`config.mk`:
```
export PLATFORM = sky130hd
export DESIGN_NAME = uart_rx_fifo_writer
export DESIGN_NICKNAME = d
export VERILOG_FILES = /design/src/rtl/uart_pkg.sv /design/src/rtl/sync_2ff.sv /design/src/rtl/uart_rx_fifo_writer.sv
export SDC_FILE = /design/constraint.sdc
export NUM_CORES = 1
export LEC_CHECK = 0
export CORE_MARGIN = 2
export CORE_UTILIZATION = 54
export DETAILED_ROUTE_END_ITERATION = 6
export PLACE_DENSITY = 0.79
export SLEW_MARGIN = 5
export SYNTH_ARGS = -nofsm -noshare
export SYNTH_HDL_FRONTEND = slang
export SYNTH_HIERARCHICAL = 1
export SYNTH_SLANG_ARGS = --single-unit
```
`constraint.sdc`:
```
create_clock -name writeClk_in -period 2.16 [get_ports writeClk_in]
set_input_delay 0.324 -clock writeClk_in [delete_from_list [all_inputs] [get_ports writeClk_in]]
set_output_delay 0.324 -clock writeClk_in [all_outputs]
set_load 0.02 [all_outputs]
```
`src/rtl/uart_pkg.sv`:
```
// Shared UART types and helpers: receiver state encoding, default sizing, parity.
package uart_pkg;

    typedef enum logic [2:0] {
        IDLE,
        START,
        DATA,
        PARITY,
        STOP,
        PUSH
    } rx_state_t;

    localparam int CLKS_PER_BIT_DEF = 16;
    localparam int WORD_SIZE_DEF    = 8;

    // Zero-extension does not change the XOR, so any word up to 32 bits fits.
    function automatic logic calcParity(input logic [31:0] dataWord, input logic oddSel);
        return (^dataWord) ^ oddSel;
    endfunction

endpackage

```
`src/rtl/sync_2ff.sv`:
```
// Two-flop synchronizer for a single asynchronous bit; output lags input by 2 cycles.
// Flops reset to RST_VAL so an idle-high line does not look like an edge after reset.
module sync_2ff #(
    parameter logic RST_VAL = 1'b1
) (
    input  logic clk,
    input  logic rstN,
    input  logic d,
    output logic q
);

    logic meta;

    always_ff @(posedge clk) begin
        if (!rstN) begin
            meta <= RST_VAL;
            q    <= RST_VAL;
        end else begin
            meta <= d;
            q    <= meta;
        end
    end

endmodule

```
`src/rtl/uart_rx_fifo_writer.sv`:
```
// Oversampling UART receiver that pushes good bytes into the RX FIFO, write strobe
// CLKS_PER_BIT/2 + CLKS_PER_BIT*(WORD_SIZE+1+PARITY_EN) + 1 cycles after the start edge; FIFO not ready drops the byte and flags overrun.
module uart_rx_fifo_writer
    import uart_pkg::*;
#(
    parameter int CLKS_PER_BIT = CLKS_PER_BIT_DEF,
    parameter int WORD_SIZE    = WORD_SIZE_DEF,
    parameter int PARITY_EN    = 0,
    parameter int PARITY_ODD   = 0
) (
    input  logic                 writeClk_in,
    input  logic                 rstN,
    input  logic                 rx_in,
    input  logic                 fifoInReady_in,
    input  logic                 clrErr_in,
    output logic                 writeEn_out,
    output logic [WORD_SIZE-1:0] data_out,
    output logic                 busy_flag,
    output logic                 frameErr_flag,
    output logic                 parityErr_flag,
    output logic                 overrun_flag
);

    localparam int CNT_W = $clog2(CLKS_PER_BIT);
    localparam int IDX_W = (WORD_SIZE > 1) ? $clog2(WORD_SIZE) : 1;

    localparam logic [CNT_W-1:0] HALF_LOAD = CNT_W'(CLKS_PER_BIT / 2 - 1);
    localparam logic [CNT_W-1:0] FULL_LOAD = CNT_W'(CLKS_PER_BIT - 1);
    localparam logic [IDX_W-1:0] LAST_IDX  = IDX_W'(WORD_SIZE - 1);
    localparam logic             ODD_SEL   = (PARITY_ODD != 0);

    rx_state_t            state;
    rx_state_t            stateNext;
    logic                 rxs;
    logic                 rxPrev;
    logic [CNT_W-1:0]     bitCnt;
    logic [CNT_W-1:0]     cntNext;
    logic [IDX_W-1:0]     bitIdx;
    logic [WORD_SIZE-1:0] shiftReg;
    logic [WORD_SIZE-1:0] dataHold;
    logic                 badByte;
    logic                 sampleTick;
    logic                 shiftEn;
    logic                 frameErrSet;
    logic                 parityErrSet;
    logic                 overrunSet;
    logic                 pushOk;

    sync_2ff #(
        .RST_VAL(1'b1)
    ) u_rxSync (
        .clk (writeClk_in),
        .rstN(rstN),
        .d   (rx_in),
        .q   (rxs)
    );

    always_ff @(posedge writeClk_in) begin
        if (!rstN) begin
            state          <= IDLE;
            rxPrev         <= 1'b1;
            bitCnt         <= '0;
            bitIdx         <= '0;
            shiftReg       <= '0;
            dataHold       <= '0;
            badByte        <= 1'b0;
            frameErr_flag  <= 1'b0;
            parityErr_flag <= 1'b0;
            overrun_flag   <= 1'b0;
        end else begin
            state  <= stateNext;
            rxPrev <= rxs;
            bitCnt <= cntNext;

            if (state == START) begin
                bitIdx <= '0;
            end else if (shiftEn) begin
                bitIdx <= bitIdx + 1'b1;
            end

            // LSB arrives first, so shifting in from the top leaves it at bit 0.
            if (shiftEn) begin
                shiftReg <= {rxs, shiftReg[WORD_SIZE-1:1]};
            end

            if (state == IDLE) begin
                badByte <= 1'b0;
            end else if (parityErrSet) begin
                badByte <= 1'b1;
            end

            if (pushOk) begin
                dataHold <= shiftReg;
            end

            // A new error in the same cycle as a clear keeps the flag set.
            frameErr_flag  <= frameErrSet  | (frameErr_flag  & ~clrErr_in);
            parityErr_flag <= parityErrSet | (parityErr_flag & ~clrErr_in);
            overrun_flag   <= overrunSet   | (overrun_flag   & ~clrErr_in);
        end
    end

    always_comb begin
        stateNext    = state;
        cntNext      = bitCnt;
        sampleTick   = (bitCnt == '0);
        shiftEn      = 1'b0;
        frameErrSet  = 1'b0;
        parityErrSet = 1'b0;
        overrunSet   = 1'b0;
        pushOk       = 1'b0;

        case (state)
            IDLE: begin
                if (rxPrev && !rxs) begin
                    stateNext = START;
                    cntNext   = HALF_LOAD;
                end
            end
            START: begin
                if (!sampleTick) begin
                    cntNext = bitCnt - 1'b1;
                end else if (rxs) begin
                    stateNext = IDLE;
                end else begin
                    stateNext = DATA;
                    cntNext   = FULL_LOAD;
                end
            end
            DATA: begin
                if (!sampleTick) begin
                    cntNext = bitCnt - 1'b1;
                end else begin
                    shiftEn = 1'b1;
                    cntNext = FULL_LOAD;
                    if (bitIdx == LAST_IDX) begin
                        stateNext = (PARITY_EN != 0) ? PARITY : STOP;
                    end
                end
            end
            PARITY: begin
                if (!sampleTick) begin
                    cntNext = bitCnt - 1'b1;
                end else begin
                    cntNext   = FULL_LOAD;
                    stateNext = STOP;
                    if (rxs != calcParity(32'(shiftReg), ODD_SEL)) begin
                        parityErrSet = 1'b1;
                    end
                end
            end
            STOP: begin
                if (!sampleTick) begin
                    cntNext = bitCnt - 1'b1;
                end else if (!rxs) begin
                    frameErrSet = 1'b1;
                    stateNext   = IDLE;
                end else begin
                    stateNext = badByte ? IDLE : PUSH;
                end
            end
            PUSH: begin
                stateNext = IDLE;
                if (fifoInReady_in) begin
                    pushOk = 1'b1;
                end else begin
                    overrunSet = 1'b1;
                end
            end
            default: begin
                stateNext = IDLE;
            end
        endcase
    end

    // The byte is shown only on the strobe cycle so a dropped byte never disturbs data_out.
    assign writeEn_out = pushOk;
    assign data_out    = pushOk ? shiftReg : dataHold;
    assign busy_flag   = (state != IDLE);

endmodule
```
==> impl_metrics.py, run 1 <==
metrics = {
    "logic_synthesis": {
        "synth-seq-cells": 33,
        "syn_inst": 160,
        "synth_edf_count": 0,
        "synthTopCellsByCount": "dfxtp_1 (33), nor2_1 (17), inv_1 (10), mux2i_1 (10), and2_1 (9)",
        "ys_types": 44,
        "synthFlopType": "dfxtp_1",
        "seq_area_frac_synth_pct": 42.8,
        "async_flop_share_pct": 0,
        "synth_warnings": 6,
        "synth_area_per_cell_um2": 9.66,
        "synth_fp_nets": 168,
        "synthTopCellsByArea": "dfxtp_1 (43%), mux2i_1 (6.5%), mux2_2 (5.8%)",
        "synth_top_area_share_pct": 42.8,
        "synth_area_um2": 1550,
        "yosys.area.top_type": "dfxtp_1",
        "yosysMostFrequentCell": "dfxtp_1",
    },
    "drt": {
        "routed_wl_mm": 3.15,
        "ant_nets": 0,
        "vias": 1224,
        "post_drt_wl_per_cell_um": 14.8,
        "first_pass_iters": 4,
        "drt_iter0_markers": 64,
        "vias_per_cell": 5.75,
        "drt_drc_violations_left": 0,
    },
    "finish": {
        "diodes": 0,
        "stdcell_area_um2": 1820,
        "final_nets": 190,
        "syn_to_final_growth_pct": 18.1,
        "fill_cells": 226,
        "drive_above_1_share_pct": 14.3,
        "seqCellArea_um2": 661,
        "multi_input_area_um2": 815,
    },
    "timing": {
        "hold_slack_ns": 0.436,
        "fin_tns_setup_ns": 0,
        "max-slew-margin-rel_pct": 74.1,
        "min_period_ns": 2.08,
        "finalClockSkew_ns": 0.00656,
        "fmaxAchievable_mhz": 480,
        "final_max_slew_viol_count": 0,
        "final_hold_viol_count": 0,
        "setup_viol": 0,
        "fin_crit_sh_pct": 96.5,
        "tightestPinTransition_ns": 0.386,
    },
    "clock_network": {
        "clock-sinks": 33,
        "cts_buffers": 5,
        "cts_tree": "built",
        "clock_latency_ns": 0.34,
        "clkTransAtPathRegs_ns": 0.10,
        "htree_levels": 2,
        "root_buffer": "clkbuf_4",
        "postCtsSetupRepairBufs": 0,
        "ctsLongestPathBuffers": 2,
        "holdBufCountCts": 0,
    },
    "placed_design": {
        "place_area_um2": 1760,
        "portBuffers": 17,
        "place_hpwl_mm": 2.19,
        "gp_congestion": 0.915,
    },
    "setup_path": {
        "r2r_start": "bitCnt[0]",
        "critPathRequiredTime_ns": 1.84,
        "critPathArrivalTime_ns": 1.76,
        "worst-path-max-fanout": 9,
        "crit_path_start_kind": "register",
        "reg2reg_to": "shiftReg[6]",
        "crit_path_start": "state[0]",
        "end_kind": "output port",
        "r2r_slack_ns": 0.11,
        "ff2ff_path_depth": 6,
        "crit_type": "reg2out",
    },
    "die": {
        "num_io_pins": 18,
        "fp.dieW_um": 57.5,
        "initial_utilization_pct": 56.5,
        "die-area_um2": 3310,
        "die_h_um": 57.5,
        "rows": 19,
        "core_area_um2": 2730,
    },
    "pwr": {
        "p_int_mw": 0.824,
        "switchingPower_mw": 0.269,
        "seqPwrFrac_pct": 57.6,
        "p_comb_share_pct": 10.6,
        "leakagePower_nw": 0.884,
        "powerDensity_nw_per_um2": 599,
        "swShare_pct": 24.6,
        "power_mw": 1.09,
        "clockPowerShare_pct": 31.8,
        "ir_worst_vdd_v": 0.000566,
    },
    "min_path": {
        "hp-class": "reg2reg",
        "hold_end": "u_rxSync/q",
        "min-delay-start": "u_rxSync/meta",
        "min_path_cells": 1,
    },
    "job": {
        "max_cap_viol_count": 0,
    },
    "grt": {
        "grt_pass1_vias": 1224,
        "grt_max_degree": 19,
        "overflow": 0,
        "grt_use_total_pct": 21.3,
        "antenna_found_initial": 0,
        "grt_pass1_wl_mm": 5.31,
    },
    "outcome": {
        "outcome": "finished clean",
    },
}
flip-flops by register name, indices dropped and copies added, names as in the netlist:
register,cells
dataHold,8
badByte,1
bitIdx,3
frameErr_flag,1
rxPrev,1
u_rxSync/q,1
overrun_flag,1
state,3
parityErr_flag,1
u_rxSync/meta,1
bitCnt,4
shiftReg,8
worst max path at each step:
stage	end	slack, ns	depth (start not counted)
final	data_out[6]	0.08	5
after global routing	bitIdx[2]	-0.00005	6
after CTS	busy_flag	0.004	3
after detailed placement	data_out[6]	-0.1	5
after global placement	data_out[0]	-0.05	5
after floorplan	bitIdx[1]	0.20	8
power groups by stage:
stage / combinational [mW] / clock [mW] / sequential, mW
2_1_floorplan: 0.0769 / 0 / 0.639
3_3_place_gp: 0.107 / 0 / 0.642
3_5_place_dp: 0.110 / 0 / 0.643
4_1_cts: 0.111 / 0.360 / 0.629
5_1_grt: 0.127 / 0.383 / 0.631
6_report: 0.116 / 0.348 / 0.630
per-stage QoR:
stage	setup slack [ns]	cells	util, %
2_1_floorplan	0.198	160	-
3_3_place_gp	-0.0535	206	64.2
3_5_place_dp	-0.0995	206	64.2
4_1_cts	0.00443	213	65.9
5_1_grt	-0.0000486	213	66.7
6_report	0.0761	213	66.7
cells in the final DEF (no fill, tap or decap), types with 3 or more instances in the layout:
cell / count
nand2b_1: 5
inv_1: 10
a21oi_1: 3
and2_1: 9
buf_4: 7
mux2_2: 8
clkdlybuf4s50_1: 7
o21ai_0: 3
clkbuf_4: 5
dlygate4sd2_1: 8
mux2i_1: 10
xnor2_1: 4
nor2_1: 17
o32ai_1: 4
dfxtp_1: 33
nand3_1: 5
a211oi_1: 3
ha_1: 3
nor3_1: 3
area by class of cell:
cell class              count  area share [%]
clock buffers               7            3.02
well taps                  31            2.13
repair buffers             24            11.9
flip-flops and latches     33            36.2
inverters                  10            2.06
multi-input cells         108            44.7
what timing repair did:
item	CTS	global route
endpoints found under the hold margin	0	0
endpoints found under the setup margin	9	13
gates resized for setup	9	5
cloned	0	0
worst max-delay path, stage by stage, from the launching register on:
cell           delay [ns]
dfxtp_1              0.36
nor2b_4              0.17
nand3_1              0.09
buf_4                0.18
mux2_2               0.30
dlygate4sd2_1        0.33
logic make-up (layout without fill, tap and decap cells):
kind of cell               Yosys count  in the layout  share of synthesized area, %
xor gates and xnor gates             7              7                          4.86
and+or+nand+nor                     56             56                          20.4
muxes                               18             18                          12.3
adders and majority gates            3              3                          2.43
buffers and inverters               19             41                          5.75
AOI/OAI and AO/OA                   24             24                          11.5
DFF                                 33             33                          42.8
metal layers:
| layer | global-route usage (%) | share of wire [%] | wire length, µm | up-vias |
|---|---|---|---|---|
| li1 | - | - | - | 605 |
| met2 | 34.7 | 49 | 1550 | 34 |
| met5 | 0 | 0 | 0 | - |
| met1 | 25.5 | 43 | 1350 | 577 |
| met4 | 9.63 | 2.3 | 71 | 0 |
| met3 | 6.80 | 5.8 | 184 | 8 |
(Power assumes the default switching activity.)
==> run 2, diff against run 1 <==
--- a/config.mk
+++ b/config.mk
@@ -7,6 +7,7 @@
 export LEC_CHECK = 0
 export CORE_MARGIN = 2
 export CORE_UTILIZATION = 54
+export CTS_CLUSTER_SIZE = 20
 export DETAILED_ROUTE_END_ITERATION = 6
 export PLACE_DENSITY = 0.79
 export SLEW_MARGIN = 5
==> constraint.sdc (replaced) <==
create_clock -name writeClk_in -period 2.16 [get_ports writeClk_in]
set_input_delay 0.324 -clock writeClk_in [delete_from_list [all_inputs] [get_ports writeClk_in]]
set_output_delay 0.324 -clock writeClk_in [all_outputs]
set_load 0.01 [all_outputs]
==> run 2 against run 1 <==
Count of clock-buffer cells in the layout did not move. Register-to-register slack barely moved. Die area did not move. Sequential cell count did not move. Non-clock buffer count did not move. Final area fell by 0.34%. Wire length fell by 4.7%. Sequential share of layout area rose by 0.12 points. Clock skew rose by 0.0022 ns. Critical endpoint is now busy_flag.
==> impl_metrics.py, run 2 (same netlist as run 1, synthesis figures left out) <==
metrics = {
    "timing": {
        "tightestPinTransition_ns": 0.360,
        "fin_crit_sh_pct": 96.6,
        "setup_ws_ns": 0.0745,
        "setup_viol": 0,
        "final_hold_viol_count": 0,
        "final_max_slew_viol_count": 0,
        "min_period_ns": 2.09,
        "max-slew-margin-rel_pct": 75.8,
        "finalClockSkew_ns": 0.00874,
        "rsz0062_at_grt": "no",
        "fmaxAchievable_mhz": 480,
    },
    "pwr": {
        "p_comb_share_pct": 10.4,
        "p_int_mw": 0.824,
        "power_mw": 1.09,
        "seqPwrFrac_pct": 57.7,
        "switchingPower_mw": 0.266,
        "leakagePower_nw": 0.849,
        "ir_worst_vdd_v": 0.000697,
        "swShare_pct": 24.4,
        "powerDensity_nw_per_um2": 599,
        "clockPowerShare_pct": 31.9,
    },
    "finish": {
        "drive_above_1_share_pct": 14.3,
        "largestRegisters": "dataHold x8, shiftReg x8, bitCnt x4",
        "final_nets": 190,
        "fin_util_pct": 66.5,
        "final_common_cell": "dfxtp_1",
        "syn_to_final_growth_pct": 17.7,
        "final_cell_mix": "dfxtp_1 (33), nor2_1 (17), inv_1 (10), mux2i_1 (10)",
        "diodes": 0,
    },
    "clock_network": {
        "htree_levels": 2,
        "clock-sinks": 33,
        "holdBufCountCts": 0,
        "ctsLongestPathBuffers": 2,
        "cts_tree": "built",
        "ctsResizeCount": 10,
        "root_buffer": "clkbuf_4",
        "clkTransAtPathRegs_ns": 0.10,
        "clock_latency_ns": 0.33,
        "postCtsSetupRepairBufs": 0,
        "cts_buffers": 5,
    },
    "grt": {
        "antenna_found_initial": 0,
        "overflow": 0,
        "use_met3_pct": 7.03,
        "grt_use_total_pct": 21.1,
        "grt_max_degree": 19,
        "grt_pass1_wl_mm": 5.29,
        "use_met1_pct": 25.8,
        "grt_pass1_vias": 1194,
        "grtUsageMet2_pct": 34.1,
        "grt.busiest_layer": "met2",
    },
    "setup_path": {
        "critPathRequiredTime_ns": 1.84,
        "path_cells": "buf_4 > or3_1 > clkdlybuf4s50_1",
        "worst-path-max-fanout": 10,
        "crit_path_start_kind": "register",
        "crit_buf_inv": 2,
        "ff2ff_path_depth": 6,
        "crit_cells": 3,
        "r2r_start": "bitCnt[0]",
        "cp_slowest_stage_delay_ns": 0.51,
        "cpMaxStageDelayCell": "clkdlybuf4s50_1",
        "critPathArrivalTime_ns": 1.76,
        "crit_path_start": "state[0]",
        "r2r_slack_ns": 0.12,
        "reg2reg_to": "shiftReg[6]",
        "end_kind": "output port",
        "cp_top_family": "buffers and inverters",
        "crit_type": "reg2out",
        "cp-endpoint": "busy_flag",
    },
    "job": {
        "max_cap_viol_count": 0,
    },
    "min_path": {
        "min-delay-start": "u_rxSync/meta",
        "hp-class": "reg2reg",
    },
    "drt": {
        "vias": 1205,
        "first_pass_iters": 4,
        "vias_per_cell": 5.66,
        "drt_iter0_markers": 42,
        "post_drt_wl_per_cell_um": 14.1,
        "drt_drc_violations_left": 0,
        "ant_nets": 0,
        "routed_wl_mm": 3.01,
    },
    "die": {
        "core_area_um2": 2730,
        "num_io_pins": 18,
        "die_h_um": 57.5,
        "rows": 19,
        "die-area_um2": 3310,
        "fp.dieW_um": 57.5,
        "initial_utilization_pct": 56.5,
    },
    "outcome": {
        "outcome": "finished clean",
    },
    "placed_design": {
        "portBuffers": 17,
        "place_hpwl_mm": 2.14,
        "gp_congestion": 0.914,
        "pre_cts_ws_ns": -0.0400,
    },
}
## run 2: stage by stage
stage	hold WS (ns)	instances	setup TNS, ns	area, µm²
floorplan	0.386	160	0	1550
global placement	0.399	206	0	1760
detailed placement	0.411	206	-0.0660	1760
CTS	0.436	213	0	1810
global route	0.462	213	0	1820
finish	0.435	213	0	1820
## run 2: metal layers
metal,up-vias,part of all wire (%)
met5,-,0
met4,0,1.9
met3,6,5.4
met2,22,48
met1,564,44
li1,613,-
## run 2: power groups by stage
| stage | sequential (mW) | clock, mW | combinational (mW) |
|---|---|---|---|
| after global placement | 0.642 | 0 | 0.106 |
| after global routing | 0.631 | 0.388 | 0.126 |
| final | 0.629 | 0.347 | 0.114 |
| after floorplan | 0.639 | 0 | 0.0761 |
| after detailed placement | 0.642 | 0 | 0.110 |
| after CTS | 0.628 | 0.359 | 0.111 |
## run 2: worst reg2reg max path: stages (launching register included)
cell and delay, ns:
dfxtp_1 0.37, inv_1 0.07, ha_1 0.23, or3b_1 0.43
or4_4 0.57, mux2i_1 0.19, nor2_1 0.07
## run 2: worst min path at each step
stage	end	cells after the start
2_1_floorplan	u_rxSync/q	1
3_3_place_gp	u_rxSync/q	1
3_5_place_dp	u_rxSync/q	1
4_1_cts	u_rxSync/q	1
5_1_grt	u_rxSync/q	1
6_report	u_rxSync/q	1
## run 2: cell type report
| cell class | instances | area (µm²) |
|---|---|---|
| multi-input combinational | 108 | 810 |
| fill | 228 | 916 |
| clock buffer | 7 | 55.1 |
| timing repair buffer | 24 | 216 |
| inverter | 10 | 37.5 |
| sequential | 33 | 661 |
| tap | 31 | 38.8 |
==> run 3, diff against run 2 <==
--- a/config.mk
+++ b/config.mk
@@ -9,7 +9,7 @@
 export CORE_UTILIZATION = 54
 export CTS_CLUSTER_SIZE = 20
 export DETAILED_ROUTE_END_ITERATION = 6
-export PLACE_DENSITY = 0.79
+export PLACE_DENSITY = 0.84
 export SLEW_MARGIN = 5
 export SYNTH_ARGS = -nofsm -noshare
 export SYNTH_HDL_FRONTEND = slang
==> run 3 against run 2 <==
Maximum frequency increased by 0.94%. Wire length is 3.9% higher. Clock skew increased by 0.0045 ns. Worst setup slack better by 0.019 ns. Sequential share of layout area shrank 0.59 points. Clock power increased by 45%. Count of clock-buffer cells in the layout fell by 1. Sequential power about the same. Largest power group unchanged.
==> impl_metrics.py, run 3 (same netlist as run 1, synthesis figures left out) <==
metrics = {
    "outcome": {
        "outcome": "finished clean",
    },
    "setup_path": {
        "worst-path-max-fanout": 9,
        "end_kind": "output port",
        "crit_path_start_kind": "register",
        "crit_path_start": "state[0]",
        "ff2ff_path_depth": 6,
        "crit_type": "reg2out",
        "r2r_slack_ns": 0.10,
        "critPathArrivalTime_ns": 1.74,
        "r2r_start": "bitCnt[0]",
        "reg2reg_to": "badByte",
        "cp-endpoint": "data_out[6]",
        "critPathRequiredTime_ns": 1.84,
    },
    "finish": {
        "diodes": 0,
        "drive_above_1_share_pct": 14.8,
        "fin_util_pct": 67.6,
        "final_cell_mix": "dfxtp_1 (33), nor2_1 (17), inv_1 (10), mux2i_1 (10), and2_1 (9)",
        "fill_cells": 219,
        "syn_to_final_growth_pct": 19.6,
        "final_common_cell": "dfxtp_1",
        "largestRegisters": "dataHold x8, shiftReg x8, bitCnt x4",
        "final_nets": 190,
    },
    "placed_design": {
        "portBuffers": 17,
        "gp_congestion": 0.871,
        "place_hpwl_mm": 2.13,
        "pre_cts_ws_ns": -0.0153,
    },
    "die": {
        "rows": 19,
        "num_io_pins": 18,
        "initial_utilization_pct": 56.5,
        "fp.dieW_um": 57.5,
        "die-area_um2": 3310,
        "die_h_um": 57.5,
        "core_area_um2": 2730,
    },
    "clock_network": {
        "cts_tree": "built",
        "htree_levels": 2,
        "clkTransAtPathRegs_ns": 0.11,
        "clock_latency_ns": 0.34,
        "clock-sinks": 33,
        "root_buffer": "clkbuf_4",
        "ctsResizeCount": 10,
        "cts_buffers": 5,
        "postCtsSetupRepairBufs": 0,
        "ctsLongestPathBuffers": 2,
        "holdBufCountCts": 0,
    },
    "pwr": {
        "clockPowerShare_pct": 40.4,
        "ir_worst_vdd_v": 0.000608,
        "p_int_mw": 0.945,
        "swShare_pct": 24.1,
        "seqPwrFrac_pct": 50.6,
        "leakagePower_nw": 0.879,
        "p_comb_share_pct": 9.0,
        "powerDensity_nw_per_um2": 674,
        "switchingPower_mw": 0.300,
    },
    "timing": {
        "setup_ws_ns": 0.0939,
        "tightestPinTransition_ns": 0.383,
        "hold_slack_ns": 0.429,
        "min_period_ns": 2.07,
        "max-slew-margin-rel_pct": 74.2,
        "fin_tns_setup_ns": 0,
        "rsz0062_at_grt": "no",
        "final_max_slew_viol_count": 0,
        "fin_crit_sh_pct": 95.7,
        "setup_viol": 0,
        "final_hold_viol_count": 0,
        "fmaxAchievable_mhz": 484,
        "finalClockSkew_ns": 0.0132,
    },
    "drt": {
        "vias": 1201,
        "routed_wl_mm": 3.12,
        "post_drt_wl_per_cell_um": 14.6,
        "vias_per_cell": 5.61,
        "drt_iter0_markers": 23,
        "first_pass_iters": 4,
        "drt_drc_violations_left": 0,
        "ant_nets": 0,
    },
    "job": {
        "max_cap_viol_count": 0,
    },
    "min_path": {
        "hp-class": "reg2reg",
    },
    "grt": {
        "grt_pass1_wl_mm": 5.41,
        "grt_pass1_vias": 1255,
        "overflow": 0,
        "antenna_found_initial": 0,
        "grt_use_total_pct": 21.6,
        "grt_max_degree": 19,
    },
}
-- run 3: cell type report --
| class | instances | area [µm²] | area share [%] |
|---|---|---|---|
| Clock buffer | 6 | 51.3 | 2.78 |
| Clock inverter | 2 | 37.5 | 2.03 |
| Inverter | 10 | 37.5 | 2.03 |
| Multi-Input combinational cell | 108 | 803 | 43.5 |
| Sequential cell | 33 | 661 | 35.7 |
| Tap cell | 31 | 38.8 | 2.10 |
| Timing Repair Buffer | 24 | 219 | 11.8 |
-- run 3: through the flow --
stage | area [µm²] | std cells | power [mW]
3_5_place_dp | 1760 | 206 | 0.751
3_3_place_gp | 1760 | 206 | 0.748
6_report | 1850 | 214 | 1.25
5_1_grt | 1850 | 214 | 1.29
2_1_floorplan | 1550 | 160 | 0.715
4_1_cts | 1840 | 214 | 1.25
-- run 3: power groups by stage --
| stage | sequential [mW] | clock (mW) | combinational (mW) |
|---|---|---|---|
| floorplan | 0.639 | 0 | 0.0761 |
| global placement | 0.642 | 0 | 0.106 |
| detailed placement | 0.643 | 0 | 0.108 |
| CTS | 0.629 | 0.509 | 0.109 |
| global route | 0.631 | 0.531 | 0.125 |
| finish | 0.630 | 0.504 | 0.112 |
-- run 3: worst max-delay path, stage by stage, from the launching register on --
cell,delay (ns)
dfxtp_1,0.35
nor2b_2,0.20
nand3_1,0.12
buf_6,0.16
mux2_2,0.28
dlygate4sd2_1,0.29
-- run 3: how the worst min path moves through the flow --
stage,startpoint,depth (start not counted),end,slack [ns]
floorplan,u_rxSync/meta,1,u_rxSync/q,0.39
global placement,u_rxSync/meta,1,u_rxSync/q,0.40
detailed placement,u_rxSync/meta,1,u_rxSync/q,0.41
CTS,u_rxSync/meta,1,u_rxSync/q,0.44
global route,u_rxSync/meta,1,u_rxSync/q,0.45
finish,u_rxSync/meta,1,u_rxSync/q,0.43
-- run 3: routing by layer --
| metal | up-vias | track usage [%] | part of all wire, % |
|---|---|---|---|
| met1 | 564 | 25.8 | 45 |
| met4 | 0 | 9.30 | 1.9 |
| li1 | 603 | - | - |
| met5 | - | 0 | 0 |
| met2 | 27 | 36.4 | 49 |
| met3 | 7 | 5.67 | 4.5 |
